==> src/rtl/iob_ram_t2p_fifo_ctrl.sv <==
// iob_ram_t2p_fifo_ctrl
// Synchronous FIFO controller driving an external two-port RAM with a
// registered (1-cycle) read port. The controller generates the RAM write and
// read strobes and addresses, and passes the RAM read data straight out.
//
// Optional feature: define IOB_RAM_T2P_FIFO_CTRL_THRESH_EN to add the
// registered almost_full_o / almost_empty_o threshold flags.
//
// Handshake: a push is accepted in any cycle where w_en_i=1, w_full_o=0 and
// cke_i=1. A pop is accepted in any cycle where r_en_i=1, r_empty_o=0 and
// cke_i=1. Requests that are not accepted are dropped and are not held over.
// A popped word appears on r_data_o one cycle later, qualified by a
// single-cycle r_valid_o pulse.
module iob_ram_t2p_fifo_ctrl #(
  parameter int DATA_W     = 8,
  parameter int ADDR_W     = 4,
  parameter int AFULL_LVL  = 12,
  parameter int AEMPTY_LVL = 4
) (
  input  logic              clk_i,
  input  logic              arst_n_i,
  input  logic              cke_i,
  input  logic              rst_i,
  input  logic              w_en_i,
  input  logic [DATA_W-1:0] w_data_i,
  output logic              w_full_o,
  input  logic              r_en_i,
  output logic [DATA_W-1:0] r_data_o,
  output logic              r_valid_o,
  output logic              r_empty_o,
  output logic [ADDR_W:0]   level_o,
  output logic              ext_mem_w_en_o,
  output logic [ADDR_W-1:0] ext_mem_w_addr_o,
  output logic [DATA_W-1:0] ext_mem_w_data_o,
  output logic              ext_mem_r_en_o,
  output logic [ADDR_W-1:0] ext_mem_r_addr_o,
  input  logic [DATA_W-1:0] ext_mem_r_data_i
`ifdef IOB_RAM_T2P_FIFO_CTRL_THRESH_EN
  ,
  output logic              almost_full_o,
  output logic              almost_empty_o
`endif
);

  localparam logic [ADDR_W:0] DEPTH = (ADDR_W+1)'(2**ADDR_W);
  localparam logic [ADDR_W:0] ONE   = (ADDR_W+1)'(1);

  // Pointers carry one extra wrap bit; the RAM address is the low ADDR_W bits.
  logic [ADDR_W:0] r_w_ptr;
  logic [ADDR_W:0] r_r_ptr;
  logic [ADDR_W:0] r_level;
  logic            r_full;
  logic            r_empty;
  logic            r_valid;

  logic            w_push;
  logic            w_pop;
  logic [ADDR_W:0] w_level_nxt;

  assign w_push = w_en_i & ~r_full  & cke_i;
  assign w_pop  = r_en_i & ~r_empty & cke_i;

  assign ext_mem_w_en_o   = w_push;
  assign ext_mem_w_addr_o = r_w_ptr[ADDR_W-1:0];
  assign ext_mem_w_data_o = w_data_i;
  assign ext_mem_r_en_o   = w_pop;
  assign ext_mem_r_addr_o = r_r_ptr[ADDR_W-1:0];

  // No bypass: read data comes only from the RAM's registered port.
  assign r_data_o  = ext_mem_r_data_i;
  assign r_valid_o = r_valid;
  assign w_full_o  = r_full;
  assign r_empty_o = r_empty;
  assign level_o   = r_level;

  // Next occupancy: +1 on push only, -1 on pop only, unchanged otherwise.
  always_comb begin
    w_level_nxt = r_level;
    if (w_push && !w_pop) begin
      w_level_nxt = r_level + ONE;
    end else if (!w_push && w_pop) begin
      w_level_nxt = r_level - ONE;
    end
  end

  // Pointer, occupancy, status flag and read-valid registers.
  always_ff @(posedge clk_i or negedge arst_n_i) begin
    if (!arst_n_i) begin
      r_w_ptr <= '0;
      r_r_ptr <= '0;
      r_level <= '0;
      r_full  <= 1'b0;
      r_empty <= 1'b1;
      r_valid <= 1'b0;
    end else if (cke_i) begin
      if (rst_i) begin
        r_w_ptr <= '0;
        r_r_ptr <= '0;
        r_level <= '0;
        r_full  <= 1'b0;
        r_empty <= 1'b1;
        r_valid <= 1'b0;
      end else begin
        if (w_push) begin
          r_w_ptr <= r_w_ptr + ONE;
        end
        if (w_pop) begin
          r_r_ptr <= r_r_ptr + ONE;
        end
        r_level <= w_level_nxt;
        r_full  <= (w_level_nxt == DEPTH);
        r_empty <= (w_level_nxt == '0);
        r_valid <= w_pop;
      end
    end
  end

`ifdef IOB_RAM_T2P_FIFO_CTRL_THRESH_EN
  localparam logic [ADDR_W:0] AFULL_THR  = (ADDR_W+1)'(AFULL_LVL);
  localparam logic [ADDR_W:0] AEMPTY_THR = (ADDR_W+1)'(AEMPTY_LVL);

  logic r_afull;
  logic r_aempty;

  assign almost_full_o  = r_afull;
  assign almost_empty_o = r_aempty;

  // Threshold flags track the same next-level value as the full/empty flags.
  always_ff @(posedge clk_i or negedge arst_n_i) begin
    if (!arst_n_i) begin
      r_afull  <= 1'b0;
      r_aempty <= 1'b1;
    end else if (cke_i) begin
      if (rst_i) begin
        r_afull  <= 1'b0;
        r_aempty <= 1'b1;
      end else begin
        r_afull  <= (w_level_nxt >= AFULL_THR);
        r_aempty <= (w_level_nxt <= AEMPTY_THR);
      end
    end
  end
`endif

endmodule

==> config.mk <==
export PLATFORM = sky130hd
export DESIGN_NAME = iob_ram_t2p_fifo_ctrl
export DESIGN_NICKNAME = d
export VERILOG_FILES = /design/src/rtl/iob_ram_t2p_fifo_ctrl.sv
export SDC_FILE = /design/constraint.sdc
export NUM_CORES = 1
export LEC_CHECK = 0
export CORE_MARGIN = 1.5
export CORE_UTILIZATION = 44
export CTS_BUF_LIST = sky130_fd_sc_hd__clkbuf_16
export DETAILED_ROUTE_END_ITERATION = 8
export GPL_TIMING_DRIVEN = 0
export HOLD_SLACK_MARGIN = 0.12
export PLACE_DENSITY_LB_ADDON = 0.2
export SLEW_MARGIN = 30
export SYNTH_ARGS = -nofsm -noshare
export SYNTH_HDL_FRONTEND = slang
export SYNTH_SLANG_ARGS = --single-unit
==> constraint.sdc <==
create_clock -name clk_i -period 4.1 [get_ports clk_i]
set_input_delay 0.82 -clock clk_i [delete_from_list [all_inputs] [get_ports clk_i]]
set_output_delay 0.82 -clock clk_i [all_outputs]
set_load 0.01 [all_outputs]
== Word level (Yosys, flattened, before mapping) ==
Index checks and enable logic that the tools add are counted.

* Register bits after elaboration: 18
* Latch bits: 0
* RAM bits: 0
* ROM bits: 0
* Input port bits: 22
* Memories kept: 0

* Add/subtract/negate cells: 4
* Multiply operators: 0
* Divide/modulo/power cells: 0
* Magnitude comparators: 0
* Equal/unequal tests: 1
* Shift operators: 0
* Mux-type cells: 10
* Bitwise operators: 6
* Reduce and logical (&&, ||, !) cells: 9

{| class="wikitable"
|+ Operators by type and width
! operator !! number
|-
| 5-bit two-way mux || 7
|-
| 5-bit by 1-bit adder with 5-bit output (second input constant) || 3
|-
| 5-bit == test (second input constant) || 1
|-
| 5-bit zero test || 1
|-
| 5-bit by 1-bit subtractor with 5-bit output (second input constant) || 1
|-
| 1-bit bitwise AND || 4
|-
| 2-bit AND reduction || 2
|-
| 2-bit nonzero test || 2
|-
| 1-bit two-way mux || 3
|-
| 1-bit logical AND || 2
|-
| 1-bit zero test || 2
|-
| 1-bit NOT || 2
|}

== Longest topological paths before layout ==
Gate-level depths: netlist (run 1).

* Word-level depth: 9
* Depth in mapped cells: 7
* Depth with buffers taken out: 7

== Least setup slack after synthesis (run 1) ==
OpenSTA, ideal clock, no wires.

* Path type: in2out
* Start: in cke_i
* End: out ext_mem_r_en_o
* Arrival: 1.436 ns
* Required time: 3.280 ns
* Slack: 1.844 ns
* Stages on the path: 3
* Cells stage by stage: clkbuf_2 > clkbuf_1 > and2_2

* Word-level cells in the longest chain between the ends: 1

{| class="wikitable"
|+ Ends and longest elaborated chain
! what !! line !! RTL
|-
| start, declared || 22 || <nowiki>input logic cke_i,</nowiki>
|-
| 1-bit bitwise AND || 61 || <nowiki>assign w_pop = r_en_i & ~r_empty & cke_i;</nowiki>
|-
| end, declared || 35 || <nowiki>output logic ext_mem_r_en_o,</nowiki>
|}

Every way passes these cells.

== Final worst setup path (run 1) ==
* Start: in r_en_i
* End: out ext_mem_r_en_o

* Word-level cells in the longest chain between the ends: 2

{| class="wikitable"
|+ Ends and longest elaborated chain
! what !! line !! RTL
|-
| start, declared || 27 || <nowiki>input logic r_en_i,</nowiki>
|-
| 1-bit bitwise AND (2 in series) || 61 ||
|}

Every way passes these cells.

==> flow_metrics.env, run 1 <==
export IMPL_power_density_nw_per_um2=482
export IMPL_grt_max_degree=17
export IMPL_area_growth_synth_to_final_pct=42.0
export IMPL_worst_setup_path_start_kind="input pin"
export IMPL_grt_use_total_pct=20.4
export IMPL_layout_worst_path_cycle_share_pct=76.7
export IMPL_cell_internal_pwr_mw=0.531
export IMPL_clock_pin_slew_on_the_worst_setup_and_hold_paths_ns=0.05
export IMPL_gpl_final_weighted_congestion=0.897
export IMPL_clock_root_buffer="clkbuf_16"
export IMPL_postCtsSetupBuffers=0
export IMPL_slowest_delay_ns=0.53
export IMPL_power_ir_vdd_worst_mv=0.247
export IMPL_standard_cell_with_the_maximum_stage_delay_on_the_critical_path="clkdlybuf4s50_1"
export IMPL_fillerInstances=213
export IMPL_globalRoute_totalOverflow=0
export IMPL_fin_nets=197
export IMPL_place_hpwl_um=2110
export IMPL_ctsLongestPathBuffers=2
export IMPL_min_delay_path_class="reg2reg"
export IMPL_final_hold_violation_count=0
export IMPL_swShare_pct=34.5
export IMPL_count_of_state_elements_after_synthesis=16
export IMPL_floorplan_die_height_um=54.9
export IMPL_cts_tree="done"
export IMPL_finalSetupTns_ns=0
export IMPL_floorplan_initialDensity_pct=46.9
export IMPL_io_buffer_count=38
export IMPL_max_clock_freq_mhz=318
export IMPL_routed_via_count=1093
export IMPL_cts_repair_resize_count=0
export IMPL_setup_violations_final=0
export IMPL_min_delay_path_depth=2
export IMPL_relSlewSlack_pct=49.1
export IMPL_timing_max_transition_violations_final=0
export IMPL_detailedRoute_firstIterationViolations=14
export IMPL_ant_nets=0
export IMPL_asyncSetResetFlopFracSynth_pct=100
export IMPL_drt_first_pass_iters=6
export IMPL_synth_enable_flop_cells=0
export IMPL_cts_inserted_buffers=3
export IMPL_share_seq_of_total_power_pct=30.9
export IMPL_timing_setup_critical_path_class="in2out"
export IMPL_timing_critical_path_cells="clkdlybuf4s50_1 > nor2b_4 > buf_12 > and2_2 > clkdlybuf4s50_1"
export IMPL_crit_path_frequent_cell="clkdlybuf4s50_1"
export IMPL_ys_warn_count=0
export IMPL_fin_worst_hold_slack_ns=0.533
export IMPL_static_leakage_power_nw=0.715
export IMPL_wire_per_inst_um=14.3
export IMPL_design_core_area_sq_um=2520
export IMPL_worst_r2r_cell_count=7
export IMPL_fin_crit_ns=3.15
export IMPL_status="completed"
export IMPL_wire_length_of_the_first_global_routing_pass_um=4270
export IMPL_htree_num_levels=1
export IMPL_number_of_global_route_vias_before_repair=985
export IMPL_share_clk_of_total_power_pct=23.5
export IMPL_data_arrival_time_at_the_worst_slack_endpoint_ns=2.33
export IMPL_part_of_the_total_power_dissipated_in_combinational_logic_pct=45.6
export IMPL_insertedDiodeCount=0
export IMPL_drc_errors=0
export IMPL_synthesis_instances=128
export IMPL_ios=56
export IMPL_dominantRegCellSynth="dfrtp_1"
export IMPL_clock_sink_count=16
export IMPL_synth_nets=154
export IMPL_grt_antenna_before_repair=0
export IMPL_post_synth_instance_area_sq_um=1180
export IMPL_timing_clock_skew_ns=0.00456
export IMPL_type_of_element_capturing_the_critical_path="output port"
export IMPL_rsz0062_at_grt="false"
export IMPL_worstPathMaxFanout=10
export IMPL_yosysUniqueCellTypes=43
export IMPL_cap_viol_max_count=0
export IMPL_wire_length_reported_by_the_detailed_router_um=2850
export IMPL_average_cell_area_after_synthesis_sq_um=9.25
export IMPL_cp_required_ns=3.28
export IMPL_net_switching_power_mw=0.280
export IMPL_via_per_inst=5.47
export IMPL_cts_hold_buffers=0
export IMPL_synth_seq_area_share_pct=33.9
export IMPL_die_area_sq_um=3010
export IMPL_die_width_um=54.9
export IMPL_final_layout_size_suffix_gt1_share_pct=21.8
export IMPL_worst_pin_slew_ns=0.762
export IMPL_num_rows=18
export IMPL_clkLatencyLatePin_ns=0.25
==> cell usage after synthesis (2+ instances only) <==
cell | n | area [sq um]
o21ai_0 | 5 | 25.0
ha_1 | 4 | 50.1
nand2_1 | 6 | 22.5
nand3_1 | 5 | 25.0
clkbuf_1 | 4 | 15.0
nand2b_1 | 2 | 12.5
o22ai_1 | 10 | 62.6
buf_4 | 16 | 120
nor3_2 | 2 | 20.0
dfrtp_1 | 15 | 375
a22o_1 | 3 | 26.3
xnor2_1 | 2 | 17.5
nor2_1 | 9 | 33.8
a21oi_1 | 4 | 20.0
and2_1 | 2 | 12.5
o21ai_1 | 2 | 10.0
inv_1 | 11 | 41.3
==> power groups by stage <==
stage,Sequential (mW),Combinational (mW),Clock [mW]
finish,0.250,0.370,0.191
global route,0.257,0.402,0.202
CTS,0.250,0.371,0.192
detailed placement,0.252,0.367,0
global placement,0.250,0.356,0
floorplan,0.262,0.209,0
==> cell usage in the layout, fill, tap and decap left out, types with 2 or more instances in the layout <==
| cell type | n |
|---|---|
| nor2_1 | 9 |
| inv_1 | 11 |
| buf_4 | 16 |
| o21ai_0 | 5 |
| nand2b_1 | 2 |
| a22o_1 | 3 |
| ha_1 | 4 |
| a21oi_1 | 4 |
| nor3_2 | 2 |
| xnor2_1 | 2 |
| and2_1 | 2 |
| o22ai_1 | 10 |
| dfrtp_1 | 15 |
| nand3_1 | 5 |
| clkbuf_16 | 3 |
| nand2_1 | 6 |
| clkdlybuf4s50_1 | 38 |
| o21ai_1 | 2 |
| clkbuf_1 | 4 |
==> routing by layer <==
metal / global-route usage [%] / part of all wire, % / wire [um] / up-vias
met5: 0 / 0 / 0 / -
met1: 24.8 / 40 / 1140 / 511
met4: 7.08 / 1.1 / 31 / 0
met2: 34.7 / 51 / 1460 / 61
met3: 4.92 / 7.6 / 216 / 5
li1: - / - / - / 516
==> worst paths after layout <==
path                            start             end  slack, ns
max in group asynchronous    arst_n_i      level_o[2]       2.60
setup / recovery               r_en_i  ext_mem_r_en_o       0.95
hold reg to reg             r_empty_o       r_empty_o       0.53
min in group asynchronous    arst_n_i      r_r_ptr[0]       1.02
hold / removal              r_empty_o       r_empty_o       0.53
setup reg to reg           level_o[0]        w_full_o       2.31
==> stage by stage <==
stage	setup slack, ns	instance area [sq um]	total power [mW]	instances	util [%]
final	0.955	1680	0.811	200	66.6
after global routing	0.899	1680	0.860	200	66.6
after CTS	0.949	1680	0.813	200	66.6
after detailed placement	0.955	1600	0.619	196	63.5
after global placement	0.969	1600	0.605	196	63.5
after floorplan	1.84	1180	0.471	128	-
==> state kept, by name, indices dropped and copies added, names as in the netlist <==
| signal | flops |
|---|---|
| level_o | 5 |
| r_valid_o | 1 |
| r_empty_o | 1 |
| r_w_ptr | 4 |
| r_r_ptr | 4 |
| w_full_o | 1 |
==> kinds of logic (layout without fill, tap and decap cells) <==
logic type,count (synthesis),after routing,synth area share (%)
AND/OR/NAND/NOR,37,37,18.7
buffers and inverters,34,76,18.3
AO/OA/AOI/OAI,33,33,19.7
flip-flops,16,16,33.9
adder cells (fa/ha/maj),4,4,4.23
XOR/XNOR,4,4,5.18
==> worst max-delay path: cells and delay by family <==
kind / cells / cell delay [ns]
buffers and inverters: 3 / 1.15
and+or+nand+nor: 2 / 0.35
==> layout make-up <==
class / count / area, sq um / area share (%)
Inverter: 11 / 41.3 / 2.46
Clock inverter: 1 / 3.75 / 0.223
Clock buffer: 3 / 75.1 / 4.47
Multi-Input combinational cell: 78 / 566 / 33.7
Timing Repair Buffer: 38 / 380 / 22.6
Tap cell: 30 / 37.5 / 2.23
Buffer: 23 / 175 / 10.4
Sequential cell: 16 / 402 / 23.9
(Power assumes the default switching activity.)
==> run 2: changes to the inputs <==
--- a/config.mk
+++ b/config.mk
@@ -6,7 +6,7 @@
 export NUM_CORES = 1
 export LEC_CHECK = 0
 export CORE_MARGIN = 1.5
-export CORE_UTILIZATION = 44
+export CORE_UTILIZATION = 37
 export CTS_BUF_LIST = sky130_fd_sc_hd__clkbuf_16
 export DETAILED_ROUTE_END_ITERATION = 8
 export GPL_TIMING_DRIVEN = 0
==> constraint.sdc (replaced) <==
create_clock -name clk_i -period 2.6 [get_ports clk_i]
set_input_delay 0.52 -clock clk_i [delete_from_list [all_inputs] [get_ports clk_i]]
set_output_delay 0.52 -clock clk_i [all_outputs]
set_load 0.01 [all_outputs]
==> run 2 against run 1 <==
Register-to-register slack lost 1.4 ns. Largest power group unchanged. Worst hold slack improved by 0.0039 ns. Critical path type unchanged. Count of clock-buffer cells in the layout stayed put.
==> flow_metrics.env, run 2 (same netlist as run 1, synthesis figures left out) <==
export IMPL_relSlewSlack_pct=51.3
export IMPL_crit_path_frequent_cell="clkdlybuf4s50_1"
export IMPL_cell_internal_pwr_mw=0.839
export IMPL_drt_first_pass_iters=4
export IMPL_dp_worst_setup_slack_ns=0.0464
export IMPL_area_growth_synth_to_final_pct=43.6
export IMPL_ant_nets=0
export IMPL_cts_repair_resize_count=0
export IMPL_share_seq_of_total_power_pct=31.0
export IMPL_cap_viol_max_count=0
export IMPL_standard_cell_with_the_maximum_stage_delay_on_the_critical_path="clkdlybuf4s50_1"
export IMPL_cts_hold_buffers=0
export IMPL_setup_violations_final=0
export IMPL_die_area_sq_um=3550
export IMPL_grt_antenna_before_repair=0
export IMPL_worst_setup_path_start_kind="input pin"
export IMPL_timing_setup_critical_path_class="in2out"
export IMPL_timing_max_transition_violations_final=0
export IMPL_most_frequent_cells_in_the_layout="38 x clkdlybuf4s50_1, 16 x buf_4, 15 x dfrtp_1, 11 x inv_1, 10 x o22ai_1"
export IMPL_power_ir_vdd_worst_mv=0.364
export IMPL_fin_nets=197
export IMPL_insertedDiodeCount=0
export IMPL_flip_flop_count_of_the_largest_register_all_copies_and_words_added=5
export IMPL_wire_length_reported_by_the_detailed_router_um=2740
export IMPL_cts_inserted_buffers=3
export IMPL_gpl_final_weighted_congestion=0.775
export IMPL_clock_root_buffer="clkbuf_16"
export IMPL_ctsLongestPathBuffers=2
export IMPL_drc_errors=0
export IMPL_cp_required_ns=2.08
export IMPL_cts_tree="done"
export IMPL_final_design_area_no_fill_sq_um=1700
export IMPL_finalSetupTns_ns=0
export IMPL_rsz0062_at_grt="false"
export IMPL_layout_worst_path_cycle_share_pct=97.8
export IMPL_status="completed"
export IMPL_data_arrival_time_at_the_worst_slack_endpoint_ns=2.02
export IMPL_design_core_area_sq_um=3050
export IMPL_postCtsSetupBuffers=0
export IMPL_floorplan_initialDensity_pct=38.8
export IMPL_grt_use_total_pct=15.8
export IMPL_wire_per_inst_um=12.8
export IMPL_detailedRoute_firstIterationViolations=28
export IMPL_postLayoutSetupSlackWorst_ns=0.0566
export IMPL_share_clk_of_total_power_pct=23.4
export IMPL_fin_crit_ns=2.54
export IMPL_grt_max_degree=17
export IMPL_type_of_element_capturing_the_critical_path="output port"
export IMPL_place_hpwl_um=2070
export IMPL_floorplan_die_height_um=59.6
export IMPL_via_per_inst=4.88
export IMPL_ios=56
export IMPL_static_leakage_power_nw=0.715
export IMPL_swShare_pct=34.1
export IMPL_part_of_the_total_power_dissipated_in_combinational_logic_pct=45.6
export IMPL_worstPathMaxFanout=10
export IMPL_timing_critical_path_cells="clkdlybuf4s50_1 > nor2b_4 > buf_12 > and2_2 > clkdlybuf4s50_1"
export IMPL_clkLatencyLatePin_ns=0.24
export IMPL_clock_pin_slew_on_the_worst_setup_and_hold_paths_ns=0.05
export IMPL_globalRoute_totalOverflow=0
export IMPL_min_delay_path_class="reg2reg"
export IMPL_die_width_um=59.6
export IMPL_clock_sink_count=16
export IMPL_final_layout_size_suffix_gt1_share_pct=22.4
export IMPL_final_hold_violation_count=0
export IMPL_mostFrequentLayoutCell="clkdlybuf4s50_1"
export IMPL_htree_num_levels=1
export IMPL_timing_clock_skew_ns=0.00118
export IMPL_worst_pin_slew_ns=0.728
export IMPL_detailed_place_area_sq_um=1620
export IMPL_io_buffer_count=38
export IMPL_routed_via_count=1045
export IMPL_fillerInstances=294
export IMPL_number_of_global_route_vias_before_repair=965
export IMPL_slowest_delay_ns=0.54
export IMPL_num_rows=20
export IMPL_wire_length_of_the_first_global_routing_pass_um=4310
export IMPL_max_clock_freq_mhz=393
export IMPL_power_density_nw_per_um2=749
export IMPL_net_switching_power_mw=0.433
==> run 2: cell count changes in the layout (fill, tap and decap cells not counted) <==
cell     delta
and2b_2     +1
and2b_1     -1
==> run 2: through the flow <==
| step | hold slack, ns | total power [mW] | utilization [%] | cells |
|---|---|---|---|---|
| detailed placement | 0.528 | 0.974 | 53.0 | 210 |
| global placement | 0.519 | 0.956 | 53.0 | 210 |
| CTS | 0.535 | 1.28 | 55.6 | 214 |
| global route | 0.550 | 1.34 | 55.7 | 214 |
| finish | 0.537 | 1.27 | 55.7 | 214 |
| floorplan | 0.224 | 0.743 | - | 128 |
==> run 2: final timing paths <==
kind	start	to	slack (ns)	depth (start not counted)
worst max-delay path	r_en_i	ext_mem_r_en_o	0.06	5
worst min-delay path	r_empty_o	r_empty_o	0.54	2
worst max register to register	r_empty_o	w_full_o	0.89	7
worst min register to register	r_empty_o	r_empty_o	0.54	2
max in group asynchronous	arst_n_i	level_o[2]	1.43	1
min in group asynchronous	arst_n_i	r_w_ptr[3]	0.71	1
==> run 2: area by class of cell <==
cell class / instances / area, sq um / area share, %
multi-input cells: 78 / 567 / 33.4
flip-flops and latches: 16 / 402 / 23.6
repair buffers: 38 / 380 / 22.4
plain buffers: 23 / 175 / 10.3
clock buffers: 3 / 75.1 / 4.42
well taps: 44 / 55.1 / 3.24
inverters: 11 / 41.3 / 2.43
clock inverters: 1 / 3.75 / 0.221
==> run 2: layer usage <==
layer  GRT usage (%)  vias to the layer above  wire length [um]
met1            21.9                      487              1250
met2            25.9                       45              1330
li1                -                      511                 -
met3            1.97                        2               148
met5               0                        -                 0
met4            4.44                        0                12
==> run 2: worst max-delay path: cells and delay by family <==
kind / cells / cell delay (ns)
buffers and inverters: 3 / 1.16
AND/OR/NAND/NOR: 2 / 0.34
==> run 2: power by group through the flow <==
stage	Clock, mW	Combinational [mW]	Sequential [mW]
finish	0.298	0.580	0.394
global route	0.311	0.627	0.407
CTS	0.301	0.582	0.395
detailed placement	0	0.576	0.398
global placement	0	0.562	0.394
floorplan	0	0.330	0.414
